`src/rtl/spi_master_tx_if.sv`:
```
// FIFO-side and pad-side signal bundle for spi_master_tx.
// SPI_MASTER_MISO_RX_EN adds the MISO receive signals.
interface spi_master_tx_if #(
  parameter int unsigned DATAWIDTH = 32,
  parameter int unsigned MAX_BURST = 4
);
  localparam int unsigned WSW = $clog2(MAX_BURST + 1);

  logic                 enable;
  logic                 empty;
  logic [DATAWIDTH-1:0] read_data;
  logic                 read_en;
  logic                 sclk;
  logic                 mosi;
  logic                 cs_n;
  logic                 busy;
  logic                 done;
  logic [WSW-1:0]       words_sent;

`ifdef SPI_MASTER_MISO_RX_EN
  logic                 miso;
  logic [DATAWIDTH-1:0] rx_data;
  logic                 rx_valid;

  modport master (
    input  enable, empty, read_data, miso,
    output read_en, sclk, mosi, cs_n, busy, done, words_sent, rx_data, rx_valid
  );
  modport slave (
    output enable, empty, read_data, miso,
    input  read_en, sclk, mosi, cs_n, busy, done, words_sent, rx_data, rx_valid
  );
`else
  modport master (
    input  enable, empty, read_data,
    output read_en, sclk, mosi, cs_n, busy, done, words_sent
  );
  modport slave (
    output enable, empty, read_data,
    input  read_en, sclk, mosi, cs_n, busy, done, words_sent
  );
`endif
endinterface

```
`src/rtl/spi_master_tx.sv`:
```
// SPI master transmitter draining a FWFT FIFO, with bursts of words per chip-select frame.
// Optional MISO receive path enabled by SPI_MASTER_MISO_RX_EN.
module spi_master_tx #(
  parameter int unsigned DATAWIDTH = 32,
  parameter int unsigned CLKDIV    = 2,
  parameter bit          CPOL      = 1'b0,
  parameter bit          CPHA      = 1'b0,
  parameter bit          MSB_FIRST = 1'b1,
  parameter int unsigned MAX_BURST = 4
) (
  input  logic           clk,
  input  logic           rst,
  spi_master_tx_if.master bus
);
  localparam int unsigned WSW = $clog2(MAX_BURST + 1);
  localparam int unsigned HPW = (CLKDIV > 1) ? $clog2(CLKDIV) : 1;
  localparam int unsigned ECW = $clog2(2 * DATAWIDTH);

  typedef enum logic [2:0] {IDLE, LOAD, SETUP, SHIFT, HOLD} state_e;

  state_e               state_q, state_d;
  logic [HPW-1:0]       hp_q, hp_d;
  logic [ECW-1:0]       ec_q, ec_d;
  logic [DATAWIDTH-1:0] sh_q, sh_d;
  logic                 sclk_q, sclk_d;
  logic                 cs_n_q, cs_n_d;
  logic                 mosi_q, mosi_d;
  logic                 done_pend_q, done_pend_d;
  logic                 done_q, done_d;
  logic [WSW-1:0]       ws_q, ws_d;

  logic tick, last_edge, leading, can_start;

  function automatic logic first_bit(input logic [DATAWIDTH-1:0] v);
    return MSB_FIRST ? v[DATAWIDTH-1] : v[0];
  endfunction

  function automatic logic [DATAWIDTH-1:0] shifted(input logic [DATAWIDTH-1:0] v);
    return MSB_FIRST ? {v[DATAWIDTH-2:0], 1'b0} : {1'b0, v[DATAWIDTH-1:1]};
  endfunction

  assign tick      = (hp_q == HPW'(CLKDIV - 1));
  assign last_edge = (ec_q == ECW'(2 * DATAWIDTH - 1));
  assign leading   = (sclk_q == CPOL);
  assign can_start = bus.enable && !bus.empty;

  always_ff @(posedge clk or posedge rst) begin
    if (rst) begin
      state_q     <= IDLE;
      hp_q        <= '0;
      ec_q        <= '0;
      sh_q        <= '0;
      sclk_q      <= CPOL;
      cs_n_q      <= 1'b1;
      mosi_q      <= 1'b0;
      done_pend_q <= 1'b0;
      done_q      <= 1'b0;
      ws_q        <= '0;
    end else begin
      state_q     <= state_d;
      hp_q        <= hp_d;
      ec_q        <= ec_d;
      sh_q        <= sh_d;
      sclk_q      <= sclk_d;
      cs_n_q      <= cs_n_d;
      mosi_q      <= mosi_d;
      done_pend_q <= done_pend_d;
      done_q      <= done_d;
      ws_q        <= ws_d;
    end
  end

  always_comb begin
    state_d     = state_q;
    hp_d        = '0;
    ec_d        = ec_q;
    sh_d        = sh_q;
    sclk_d      = sclk_q;
    cs_n_d      = cs_n_q;
    mosi_d      = mosi_q;
    done_pend_d = 1'b0;
    done_d      = done_pend_q;
    ws_d        = ws_q;

    case (state_q)
      IDLE: begin
        sclk_d = CPOL;
        cs_n_d = 1'b1;
        // done lags cs_n by a cycle; hold off a new frame until done is visible
        if (can_start && !done_pend_q) begin
          state_d = LOAD;
          ws_d    = '0;
        end
      end
      LOAD: begin
        sh_d   = bus.read_data;
        cs_n_d = 1'b0;
        ws_d   = ws_q + 1'b1;
        ec_d   = '0;
        if (!CPHA) begin
          mosi_d = first_bit(bus.read_data);
          sh_d   = shifted(bus.read_data);
        end
        // cs_n still high here only for the first word of a frame
        state_d = cs_n_q ? SETUP : SHIFT;
      end
      SETUP: begin
        hp_d = tick ? '0 : hp_q + 1'b1;
        if (tick) state_d = SHIFT;
      end
      SHIFT: begin
        hp_d = tick ? '0 : hp_q + 1'b1;
        if (tick) begin
          sclk_d = ~sclk_q;
          ec_d   = ec_q + 1'b1;
          if ((!CPHA && !leading && !last_edge) || (CPHA && leading)) begin
            mosi_d = first_bit(sh_q);
            sh_d   = shifted(sh_q);
          end
          if (last_edge) begin
            ec_d    = '0;
            state_d = (can_start && (ws_q < WSW'(MAX_BURST))) ? LOAD : HOLD;
          end
        end
      end
      HOLD: begin
        hp_d = tick ? '0 : hp_q + 1'b1;
        if (tick) begin
          cs_n_d      = 1'b1;
          mosi_d      = 1'b0;
          done_pend_d = 1'b1;
          state_d     = IDLE;
        end
      end
      default: state_d = IDLE;
    endcase
  end

  assign bus.read_en    = (state_q == LOAD);
  assign bus.busy       = (state_q != IDLE);
  assign bus.sclk       = sclk_q;
  assign bus.mosi       = mosi_q;
  assign bus.cs_n       = cs_n_q;
  assign bus.done       = done_q;
  assign bus.words_sent = ws_q;

`ifdef SPI_MASTER_MISO_RX_EN
  logic [DATAWIDTH-1:0] rx_sh_q, rx_sh_d;
  logic [DATAWIDTH-1:0] rx_data_q, rx_data_d;
  logic                 rx_valid_q, rx_valid_d;
  logic                 sample_edge, last_sample;

  // miso is captured at the clock edge where sclk toggles, i.e. just before the pad edge
  assign sample_edge = (state_q == SHIFT) && tick && (leading != CPHA);
  assign last_sample = sample_edge &&
                       (CPHA ? last_edge : (ec_q == ECW'(2 * DATAWIDTH - 2)));

  always_ff @(posedge clk or posedge rst) begin
    if (rst) begin
      rx_sh_q    <= '0;
      rx_data_q  <= '0;
      rx_valid_q <= 1'b0;
    end else begin
      rx_sh_q    <= rx_sh_d;
      rx_data_q  <= rx_data_d;
      rx_valid_q <= rx_valid_d;
    end
  end

  always_comb begin
    rx_sh_d    = rx_sh_q;
    rx_data_d  = rx_data_q;
    rx_valid_d = 1'b0;
    if (sample_edge) begin
      rx_sh_d = MSB_FIRST ? {rx_sh_q[DATAWIDTH-2:0], bus.miso}
                          : {bus.miso, rx_sh_q[DATAWIDTH-1:1]};
      if (last_sample) begin
        rx_data_d  = rx_sh_d;
        rx_valid_d = 1'b1;
      end
    end
  end

  assign bus.rx_data  = rx_data_q;
  assign bus.rx_valid = rx_valid_q;
`endif
endmodule

```
`src/flat_wrapper.sv`:
```
// flat-port wrapper written by rule: the top's interface ports become plain ports
module spi_master_tx_flat 
#(
  parameter int unsigned DATAWIDTH = 32,
  parameter int unsigned CLKDIV    = 2,
  parameter bit          CPOL      = 1'b0,
  parameter bit          CPHA      = 1'b0,
  parameter bit          MSB_FIRST = 1'b1,
  parameter int unsigned MAX_BURST = 4
)
  (clk, rst, bus_enable, bus_empty, bus_read_data, bus_read_en, bus_sclk, bus_mosi, bus_cs_n, bus_busy, bus_done, bus_words_sent);
  spi_master_tx_if #(.DATAWIDTH(DATAWIDTH), .MAX_BURST(MAX_BURST)) bus_i ();
  input  logic clk;
  input  logic rst;
  input wire logic [$bits(bus_i.enable)-1:0] bus_enable;
  input wire logic [$bits(bus_i.empty)-1:0] bus_empty;
  input wire logic [$bits(bus_i.read_data)-1:0] bus_read_data;
  output wire logic [$bits(bus_i.read_en)-1:0] bus_read_en;
  output wire logic [$bits(bus_i.sclk)-1:0] bus_sclk;
  output wire logic [$bits(bus_i.mosi)-1:0] bus_mosi;
  output wire logic [$bits(bus_i.cs_n)-1:0] bus_cs_n;
  output wire logic [$bits(bus_i.busy)-1:0] bus_busy;
  output wire logic [$bits(bus_i.done)-1:0] bus_done;
  output wire logic [$bits(bus_i.words_sent)-1:0] bus_words_sent;
  assign bus_i.enable = bus_enable;
  assign bus_i.empty = bus_empty;
  assign bus_i.read_data = bus_read_data;
  assign bus_read_en = bus_i.read_en;
  assign bus_sclk = bus_i.sclk;
  assign bus_mosi = bus_i.mosi;
  assign bus_cs_n = bus_i.cs_n;
  assign bus_busy = bus_i.busy;
  assign bus_done = bus_i.done;
  assign bus_words_sent = bus_i.words_sent;
  spi_master_tx #(.DATAWIDTH(DATAWIDTH), .CLKDIV(CLKDIV), .CPOL(CPOL), .CPHA(CPHA), .MSB_FIRST(MSB_FIRST), .MAX_BURST(MAX_BURST)) u_core (.clk(clk), .rst(rst), .bus(bus_i));
endmodule
```
`config.mk`:
```
export PLATFORM = sky130hd
export DESIGN_NAME = spi_master_tx_flat
export DESIGN_NICKNAME = d
export VERILOG_FILES = /design/src/rtl/spi_master_tx_if.sv /design/src/rtl/spi_master_tx.sv /design/src/flat_wrapper.sv
export SDC_FILE = /design/constraint.sdc
export NUM_CORES = 1
export LEC_CHECK = 0
export BUFFER_PORTS_ARGS = -buffer_cell sky130_fd_sc_hd__buf_2
export CORE_MARGIN = 3
export CORE_UTILIZATION = 50
export CTS_CLUSTER_SIZE = 10
export DETAILED_ROUTE_END_ITERATION = 16
export PLACE_DENSITY = 0.75
export SYNTH_ARGS = -nofsm -noshare
export SYNTH_HDL_FRONTEND = slang
export SYNTH_SLANG_ARGS = --single-unit
```
`constraint.sdc`:
```
create_clock -name clk -period 2 [get_ports clk]
set_clock_uncertainty 0.2 [all_clocks]
set_input_delay 0.4 -clock clk [delete_from_list [all_inputs] [get_ports clk]]
set_output_delay 0.4 -clock clk [all_outputs]
set_load 0.1 [all_outputs]
```
Word level (Yosys, flattened, before mapping) --
Index checks and enable logic that the tools add are counted.
Storage, ports and cells: output and inout port bits 9, bits in registers 50, logic and storage cells 76
Cells by class: reductions and logical operators 22, muxes and demuxes 28, add/subtract/negate cells 3, eq/ne operators 11, $lt $le $gt $ge 1, bitwise operators 1
Operators by type and width (number):
- $mux W32 | 2
- $pmux W32 S2 | 1
- $mux W3 | 7
- $pmux W3 S5 | 1
- $mux W6 | 2
- $ne A2 B1 Y1 const B | 6
- $pmux W6 S2 | 1
- $mux W1 | 10
- $reduce_bool A3 Y1 | 3
- $reduce_and A2 Y1 | 4
- $add A6 B1 Y6 const B | 1
- $eq A3 B2 Y1 const B | 2
- $eq A6 B6 Y1 const B | 1
- $pmux W1 S3 | 2
- $pmux W3 S2 | 1
- $reduce_bool A2 Y1 | 3
- $reduce_and A5 Y1 | 1
- $logic_and A1 B1 Y1 | 4
- $reduce_and A4 Y1 | 1
- $add A3 B1 Y3 const B | 1
- $eq A3 B1 Y1 const B | 1
- $eq A3 B3 Y1 const B | 1
- $logic_not A1 Y1 | 3
- $logic_not A3 Y1 | 1
- other kinds (6) | 6

Logic depth before layout (Yosys ltp) --
depth in word-level cells 7, depth in mapped cells 7, depth with buffers taken out 5

Worst setup path after synthesis --
Ideal clock, no wire load.
path type register to register, start register u_core.state_q[0], end register u_core.state_q[0], arrival time 1998 ps, period minus slack after synthesis 2323 ps, library setup time 125 ps, data required time 1675 ps, stages on the path, launching flop included 6, slack -323 ps, path through dfrtp_1 -> buf_2 -> or3_1 -> nor2_1 -> a211o_2 -> mux2_4
On the way: longest elaborated chain between the ends 3
RTL lines:
- from (decl) | line spi_master_tx.sv:21 | state_e state_q, state_d;
- from (signal assigned) | line spi_master_tx.sv:60 | state_q <= state_d;
- $eq A3 B2 Y1 (tied with other cells) | line spi_master_tx.sv:85 | case (state_q)
- $ne A2 B1 Y1 (no line)
- $reduce_and A5 Y1 (no line)
Parallel ways exist; a longest one is shown, timed or not. A chain may end at the register's enable or synchronous reset.

Worst setup path after layout --
start register u_core.state_q[1], end output bus_read_en
On the way: longest elaborated chain between the ends 1
RTL lines:
- $eq A3 B1 Y1 | line spi_master_tx.sv:139 | assign bus.read_en = (state_q == LOAD);
- to (decl) | line flat_wrapper.sv:18 | output wire logic [$bits(bus_i.read_en)-1:0] bus_read_en;
Every way passes these cells.

==> metrics.txt <==
Die Width between 70 and 80 um; commonest non-fill, non-tap cell in the layout nand2_1; crit path time final ~2.0 ns; critical path class flip-flop to output port; row count 25; hold path start bus_read_data[0]; CTS tree built; delay of the slowest critical-path stage 0.44 ns; Avg Cell Area, Syn 10.1 um2; Ys Warns 0; Top FF cell, synth dfrtp_1; FF-to-FF End u_core.sh_q[6]$_DFFE_PP0P_; Critical Path AT 1.41 ns; placed cell area 3010 um2; crit path buf inv count 2; Setup WS post-layout -0.00578 ns; DRT antenna net count 0; dpl hpwl between 3000 and 4000 um; R2R cell count 6; Worst Hold Depth 2; P_leak 1.70 nW; initial antenna violation count 0; violated checks negative setup slack; PD cells about 1900 nW/um2; overall routing resource usage 18.3%; H-tree Lvls 2; critical path cell sequence or3b_4, clkinv_8, buf_12; fill count 397; Synth top area share 45.4%; sequential area share after synthesis a little under half; clk_lat worst skew 0.30 ns; number of flops mapped to enable cells by yosys 0; Peak supply drop roughly 0.0012 V; IO Pins 45; hold endpoint u_core.sh_q[1]$_DFFE_PP0P_; worst hold slack ~0.13 ns; layout cells sized above 1 38.7%; status finished, violations left; Crit. End Element output port; ys async rst share 100%; Layout Area Growth over Synthesis 21.1%; most frequent cells in the layout nand2_1 (99), dfrtp_1 (44), buf_2 (42); routed via count 1986; clk buf depth 2; #FFs+latches synth 49; Initial Util 53.8%; Root Driver clkbuf_8; placed insts 374; Yosys top cell by area dfrtp_1; largest net degree at the start of global routing 33; fin crit share 100%; crit path from u_core.state_q[1]$_DFFE_PP0P_; Reg2Reg Setup Slack 0.02 ns; Antenna diodes 0; filler-free cell count of the finished design a little under 400; Starting DRT DRC Count 73; Final Hold Fails 0; Slew Viols, Final 0; total CTS buffers 5; Peak Freq 499 MHz; Die Area 6200 um2; total gr overflow 0; routed wire length 5260 um; ranking of synthesized cells by area dfrtp_1 (45%), mux2_4 (16%), nand2_1 (14%), buf_12 (2.3%), o21ai_0 (2.3%); measured slew at the worst slew-check pin 0.486 ns; critical path fanouts, max 3; Worst-path clk slew 0.09 ns; number of global-route vias before repair 1993; CP required 1.40 ns; syn nets approximately 300; maxcap violations 0; setup TNS -0.00578 ns; number of I/O port buffers 44; Cells after Synth roughly 260; drt pass-1 iters 4; crit-path leading delay family simple AND/OR/NAND/NOR gates; # DRC 0; Design Area, Final 3200 um2; clock sinks 49; first-pass GRT wire length about 9100 um; Syn Std Cell Area 2640 um2; Setup Viol. Count Final 1; RePlAce Congestion about 0.84; vias per cell 5.09; # nets final 360; RSZ-0062 raised after global routing true; wire per inst 13.5 um; RR Startpoint u_core.ec_q[1]$_DFFE_PP0P_; Hold Crit Class input pin to flip-flop; die height 78.7 um; core area 4910 um2; Slew HR between 60% and 70%; Critical Path Start Type flip-flop; Slowest-stage cell, CP or3b_4; distinct cell type count after synthesis 41
[final cells by class]
cell class                      instances  area, um2  area share, %
Clock inverter                          1       5.00          0.156
Multi-Input combinational cell        193       1290           40.2
Timing Repair Buffer                   69        469           14.7
Tap cell                               67       83.8           2.62
Clock buffer                            7       96.3           3.01
Inverter                                4       27.5          0.860
Sequential cell                        49       1230           38.5
[routing by layer]
layer  up-vias  GRT usage, %  wire length, um  part of all wire [%]
li1        996             -                -                     -
met5         -             0                0                     0
met3         2          4.54              238                   4.5
met1       949          24.1             2490                    47
met2        39          30.0             2510                    48
met4         0          5.24               19                  0.36
[state kept, by name, summed over array words and instances (netlist names)]
| register | cells |
|---|---|
| u_core.sh_q | 31 |
| u_core.ec_q | 6 |
| u_core.bus.words_sent | 3 |
| u_core.state_q | 3 |
| u_core.bus.cs_n | 1 |
| u_core.bus.done | 1 |
| u_core.bus.mosi | 1 |
| u_core.bus.sclk | 1 |
| u_core.done_d | 1 |
| u_core.hp_q | 1 |
[worst max path at each step]
stage                                        endpoint  slack (ns)  cells past startpoint
final                                     bus_read_en      -0.006                      3
after global routing                      bus_read_en       -0.06                      3
after CTS                                 bus_read_en       -0.02                      3
after detailed placement   u_core.sh_q[6]$_DFFE_PP0P_        0.03                      6
after global placement     u_core.sh_q[6]$_DFFE_PP0P_        0.08                      6
after floorplan           u_core.sh_q[16]$_DFFE_PP0P_        0.06                      6
[power by group]
part           switching (W)  internal (W)  leakage, nW
Combinational        0.00194       0.00175         1.05
Clock               0.000331      0.000313       0.0542
Sequential          0.000288       0.00147        0.594
Total                0.00256       0.00354         1.70
[timing repair]
action,4_1_cts,5_1_grt
setup endpoints to repair,2,31
setup buffers,4,3
resized for setup,6,4
pin swaps,1,0
hold buffers,1,0
hold endpoints to repair,17,0
[synthesized netlist by cell type (2+ instances only)]
cell type and number:
a21oi_1 4, clkbuf_1 2, ha_1 2, inv_1 3
mux2_2 2, o21ai_0 12, nand3_1 7, a31oi_1 2
nor3b_1 2, a22o_1 2, dfrtp_1 48, mux2_4 29
buf_2 8, nand2_1 99, nor2_1 7, nand3b_1 2
mux2i_1 2, or3_1 2, buf_12 3, xor2_1 2
[logic make-up after synthesis]
kind of cell / Yosys count / share of synthesized area, %
xor gates and xnor gates: 2 / 0.663
buffers and inverters: 19 / 5.73
muxes: 33 / 18.1
adders and majority gates: 2 / 0.946
AOI/OAI and AO/OA: 28 / 7.43
and+or+nand+nor: 128 / 20.7
DFF: 49 / 46.4
[stage by stage]
| stage | total power [W] | util [%] | setup WS [ns] |
|---|---|---|---|
| CTS | 0.00606 | 64.4 | -0.0172 |
| global route | 0.00654 | 65.2 | -0.0561 |
| global placement | 0.00523 | 61.3 | 0.0822 |
| detailed placement | 0.00531 | 61.3 | 0.0285 |
| finish | 0.00610 | 65.2 | -0.00578 |
| floorplan | 0.00468 | - | 0.0558 |
Power figures use the tool's default switching activity.
